File: src/rtl/nibble_stream_tx_pkg.sv
// Shared types for the nibble-serial transmit/receive path.
package nibble_stream_tx_pkg;

  localparam int NIBBLE_W = 4;

  typedef enum logic [1:0] {
    TX_IDLE,
    TX_SEND,
    TX_DONE
  } NibTxState;

  // Valid/ready nibble channel, for pairing with a future receiver.
  typedef struct packed {
    logic [NIBBLE_W-1:0] data;
    logic                valid;
    logic                last;
  } NibChan;

endpackage

File: src/rtl/nibble_stream_tx.sv
// Nibble-serial transmitter: latches a word on an accepted start and emits
// nibbles_number+1 nibbles over a valid/ready channel, LSB- or MSB-first.
module nibble_stream_tx
  import nibble_stream_tx_pkg::*;
#(
  parameter int NIBBLES = 8,
  parameter int IDX_W   = $clog2(NIBBLES)
) (
  input  logic                        clk,
  input  logic                        rst,
  input  logic                        start,
  input  logic                        msb_first,
  input  logic [IDX_W-1:0]            nibbles_number,
  input  logic [NIBBLE_W*NIBBLES-1:0] word,
  output logic                        busy,
  output logic                        done,
  output logic [NIBBLE_W-1:0]         nib_data,
  output logic                        nib_valid,
  input  logic                        nib_ready,
  output logic                        nib_last
);

  NibTxState                        r_state;
  NibTxState                        w_state_nxt;
  logic [NIBBLES-1:0][NIBBLE_W-1:0] r_word;
  logic                             r_msb;
  logic [IDX_W-1:0]                 r_last_idx;
  logic [IDX_W-1:0]                 r_idx;
  logic [IDX_W-1:0]                 w_final_idx;
  logic                             w_accept;
  logic                             w_beat;
  logic                             w_at_final;

  // The index walks down to 0 when MSB-first, up to the latched count otherwise.
  assign w_final_idx = r_msb ? '0 : r_last_idx;
  assign w_at_final  = (r_idx == w_final_idx);
  assign w_accept    = (r_state == TX_IDLE) && start;
  assign w_beat      = (r_state == TX_SEND) && nib_ready;

  // State register; reset abandons any transfer without a done pulse.
  always_ff @(posedge clk or posedge rst) begin
    if (rst) r_state <= TX_IDLE;
    else     r_state <= w_state_nxt;
  end

  // Next-state logic and state-decoded channel outputs.
  always_comb begin
    w_state_nxt = r_state;
    busy        = 1'b0;
    done        = 1'b0;
    nib_valid   = 1'b0;
    nib_last    = 1'b0;
    nib_data    = '0;
    case (r_state)
      TX_IDLE: begin
        if (start) w_state_nxt = TX_SEND;
      end
      TX_SEND: begin
        busy      = 1'b1;
        nib_valid = 1'b1;
        nib_data  = r_word[r_idx];
        nib_last  = w_at_final;
        if (nib_ready && w_at_final) w_state_nxt = TX_DONE;
      end
      TX_DONE: begin
        busy        = 1'b1;
        done        = 1'b1;
        w_state_nxt = TX_IDLE;
      end
      default: w_state_nxt = TX_IDLE;
    endcase
  end

  // Capture the operand on accept; step the index on every non-final handshake
  // so it never moves past the final nibble.
  always_ff @(posedge clk or posedge rst) begin
    if (rst) begin
      r_word     <= '0;
      r_msb      <= 1'b0;
      r_last_idx <= '0;
      r_idx      <= '0;
    end else if (w_accept) begin
      r_word     <= word;
      r_msb      <= msb_first;
      r_last_idx <= nibbles_number;
      r_idx      <= msb_first ? nibbles_number : '0;
    end else if (w_beat && !w_at_final) begin
      r_idx <= r_msb ? (r_idx - IDX_W'(1)) : (r_idx + IDX_W'(1));
    end
  end

endmodule

File: config.mk
export PLATFORM = sky130hd
export DESIGN_NAME = nibble_stream_tx
export DESIGN_NICKNAME = d
export VERILOG_FILES = /design/src/rtl/nibble_stream_tx_pkg.sv /design/src/rtl/nibble_stream_tx.sv
export SDC_FILE = /design/constraint.sdc
export NUM_CORES = 1
export LEC_CHECK = 0
export CAP_MARGIN = 20
export CELL_PAD_IN_SITES_DETAIL_PLACEMENT = 0
export CELL_PAD_IN_SITES_GLOBAL_PLACEMENT = 1
export CORE_AREA = 3 3 73 75
export CTS_BUF_LIST = sky130_fd_sc_hd__clkbuf_2
export CTS_CLUSTER_DIAMETER = 80
export DETAILED_ROUTE_END_ITERATION = 10
export DIE_AREA = 0 0 76 78
export PLACE_DENSITY = 0.83
export SLEW_MARGIN = 20
export SYNTH_ARGS = -nofsm -noshare
export SYNTH_HDL_FRONTEND = slang
export SYNTH_SLANG_ARGS = --single-unit
File: constraint.sdc
create_clock -name clk -period 5.67 [get_ports clk]
set_clock_uncertainty 0.2 [all_clocks]
set_input_delay 1.134 -clock clk [delete_from_list [all_inputs] [get_ports clk]]
set_output_delay 1.134 -clock clk [all_outputs]
set_load 0.02 [all_outputs]
==> flow_metrics.tcl <==
set metrics [dict create \
    worst_pin_slew_ns 0.980 \
    cts_resized 0 \
    dpl.hpwl_mm 3.04 \
    grt_pass1_wl_mm 7.26 \
    startpoint_type "register" \
    layout.area.seq_sq_mm 0.00103 \
    firstDrtPassIters 4 \
    met2WireLength_mm 2.04 \
    async_flop_share_pct 100 \
    htreeDepth 2 \
    postCtsHoldBufs 0 \
    worst_ir_drop_vdd_mv 0.286 \
    yosys-top-cells-area "dfrtp_1 (49%), mux2_2 (20%), mux4_2 (8.7%), ha_1 (3.0%), mux2i_1 (1.9%)" \
    cts_root_buf "clkbuf_2" \
    status "finished, final reports clean" \
    crit_path_end_kind "output port" \
    synth_common_cells "dfrtp_1 (41), mux2_2 (37), mux4_2 (8), inv_1 (6), nand2_1 (6)" \
    final_nets 246 \
    crit_type "reg2out" \
    worstPathRequired_ns 4.34 \
    grt_usage_pct 15.5 \
    power.density_mw_per_mm2 530 \
    drt_iter0_drc 93 \
    postCtsSetupRepairBufs 0 \
    grt_pass1_vias 1475 \
    dieHeight_microns 78 \
    drt-total-wl_mm 4.18 \
    syn_area_per_cell_sq_um 13.7 \
    p_leak_nw 1.09 \
    max_freq_mhz 255 \
    drc 0 \
    cts_tree "done" \
    grt_overflow_total 0 \
    wl_met1_mm 1.84 \
    cts_buffer_depth 2 \
    wl_per_cell_microns 15.6 \
    synth_edf_count 0 \
    syn-cell-area_sq_mm 0.00208 \
    clk_pin_slew_ns 0.22 \
    clk_latency_ns 0.41 \
    synthCells 152 \
    hold_viol 0 \
    r2r_slack_ns 3.22 \
    cpMaxStageDelayCell "dfrtp_1" \
    cpPeakStageDelay_ns 0.80 \
    synth-main-ff-cell "dfrtp_1" \
    drv_slew 0 \
    syn_nets 198 \
    die_x_microns 76 \
    viasPerCell 5.16 \
    finalWeightedCongestion 0.769 \
    initial_core_util_pct 44.1 \
    crit_path_max_fanout 13 \
    arrival_ns 2.58 \
    rsz0062_at_grt "no" \
    ys_warn_count 0 \
    synth_seq_cells 41 \
    fillers 387 \
    grt_max_degree 42 \
    total_power_mw 1.42 \
    drtAntennaViolNets 0 \
    tns_ns 0 \
    coreArea_sq_mm 0.00472 \
    period_minus_slack_ns 3.92 \
    rows 25 \
    drive_above_1_share_pct 28.4 \
    slew_headroom_pct 34.5 \
    cap_violations 0 \
    setup_viol 0 \
    syn_to_final_growth_pct 28.4 \
    clock_sinks 41 \
    die_area_sq_mm 0.00593 \
    wl_met3_microns 239 \
    synth_most_common_cell "dfrtp_1" \
    cts_buffers 5 \
    yosysUniqueCellTypes 34 \
    finalCritPeriodShare_pct 69.1 \
    antennaDiodeCount 0 \
    antenna_found_initial 0 \
    routed.top_layer "met4" \
    synth_top_area_cell "dfrtp_1" \
    io_pins 48 \
    vias 1384 \
    seq_area_frac_synth_pct 49.3 \
    port_buffers 47 \
    path_cells "mux4_2 > mux2i_1 > nor2b_1 > clkdlybuf4s50_1" \
    multi_input_area_sq_um 998 \
    yosysTopAreaCellShare_pct 49.3 \
    hold_path.class "reg2reg" \
]
==> cell usage in the layout, fill, tap and decap left out, types with 3 or more instances in the layout <==
cell type	n
a21oi_1	3
mux2i_1	4
o21ai_0	5
mux4_2	8
nor3_1	3
dfrtp_1	41
nor2b_1	5
nand2_1	6
inv_1	6
ha_1	5
mux2_2	37
clkdlybuf4s50_1	47
clkbuf_2	6
==> cell families (layout without fill, tap and decap cells) <==
family	Yosys count	after routing	share of synthesized area, %
compound gates	18	18	6.01
xor+xnor	3	3	1.26
fa+ha+maj	6	6	3.97
buf+inv	13	62	2.76
flops	41	41	49.3
mux	49	49	30.6
simple gates	22	22	6.13
==> path summary, 6_finish.rpt <==
path                                           to  depth (start not counted)                    from
setup / recovery                      nib_data[0]                          4    r_idx[0]$_DFFE_PP0P_
hold / removal             r_word[12]$_DFFE_PP0N_                          1  r_word[12]$_DFFE_PP0N_
setup reg to reg             r_idx[2]$_DFFE_PP0P_                          5    r_idx[0]$_DFFE_PP0P_
hold reg to reg            r_word[12]$_DFFE_PP0N_                          1  r_word[12]$_DFFE_PP0N_
max in group asynchronous  r_word[21]$_DFFE_PP0N_                          3                     rst
min in group asynchronous   r_word[3]$_DFFE_PP0N_                          3                     rst
==> worst max-delay path: cells and delay by family (launching register included) <==
family	cells	cell delay, ns
multiplexers	2	0.74
flip-flops	1	0.80
buffers and inverters	1	0.54
AND/OR/NAND/NOR	1	0.08
==> per-layer routing <==
| layer | GRT usage, % | up-vias |
|---|---|---|
| li1 | - | 649 |
| met1 | 21.2 | 686 |
| met2 | 24.3 | 42 |
| met3 | 3.36 | 7 |
| met4 | 5.98 | 0 |
| met5 | 0 | - |
==> where the power goes <==
group / total, mW / switching, mW / internal [mW]
Combinational: 0.672 / 0.263 / 0.409
Sequential: 0.573 / 0.134 / 0.439
Clock: 0.171 / 0.0959 / 0.0752
Total: 1.42 / 0.493 / 0.923
==> stage by stage <==
stage                     util (%)  instance area, sq um  hold slack [ns]  instances  setup WS, ns
after floorplan                  -                  2080            0.274        152          2.91
after global placement        55.2                  2610            0.285        260          2.24
after detailed placement      55.2                  2610            0.292        260          2.21
after CTS                     56.6                  2670            0.338        268          1.72
after global routing          56.6                  2670            0.348        268          1.55
final                         56.6                  2670            0.335        268          1.75
==> sequential cells by signal, summed over array words and instances, names as in the netlist <==
register    flops
r_idx           3
r_msb           1
r_word         32
r_last_idx      3
r_state         2
==> cell type report <==
cell class / count / area share, %
inverters: 6 / 0.843
well taps: 67 / 3.14
repair buffers: 48 / 17.9
clock buffers: 6 / 1.12
flip-flops and latches: 41 / 38.4
multi-input cells: 98 / 37.4
clock inverters: 2 / 1.26
No activity file was read; power rests on OpenSTA's default activity.
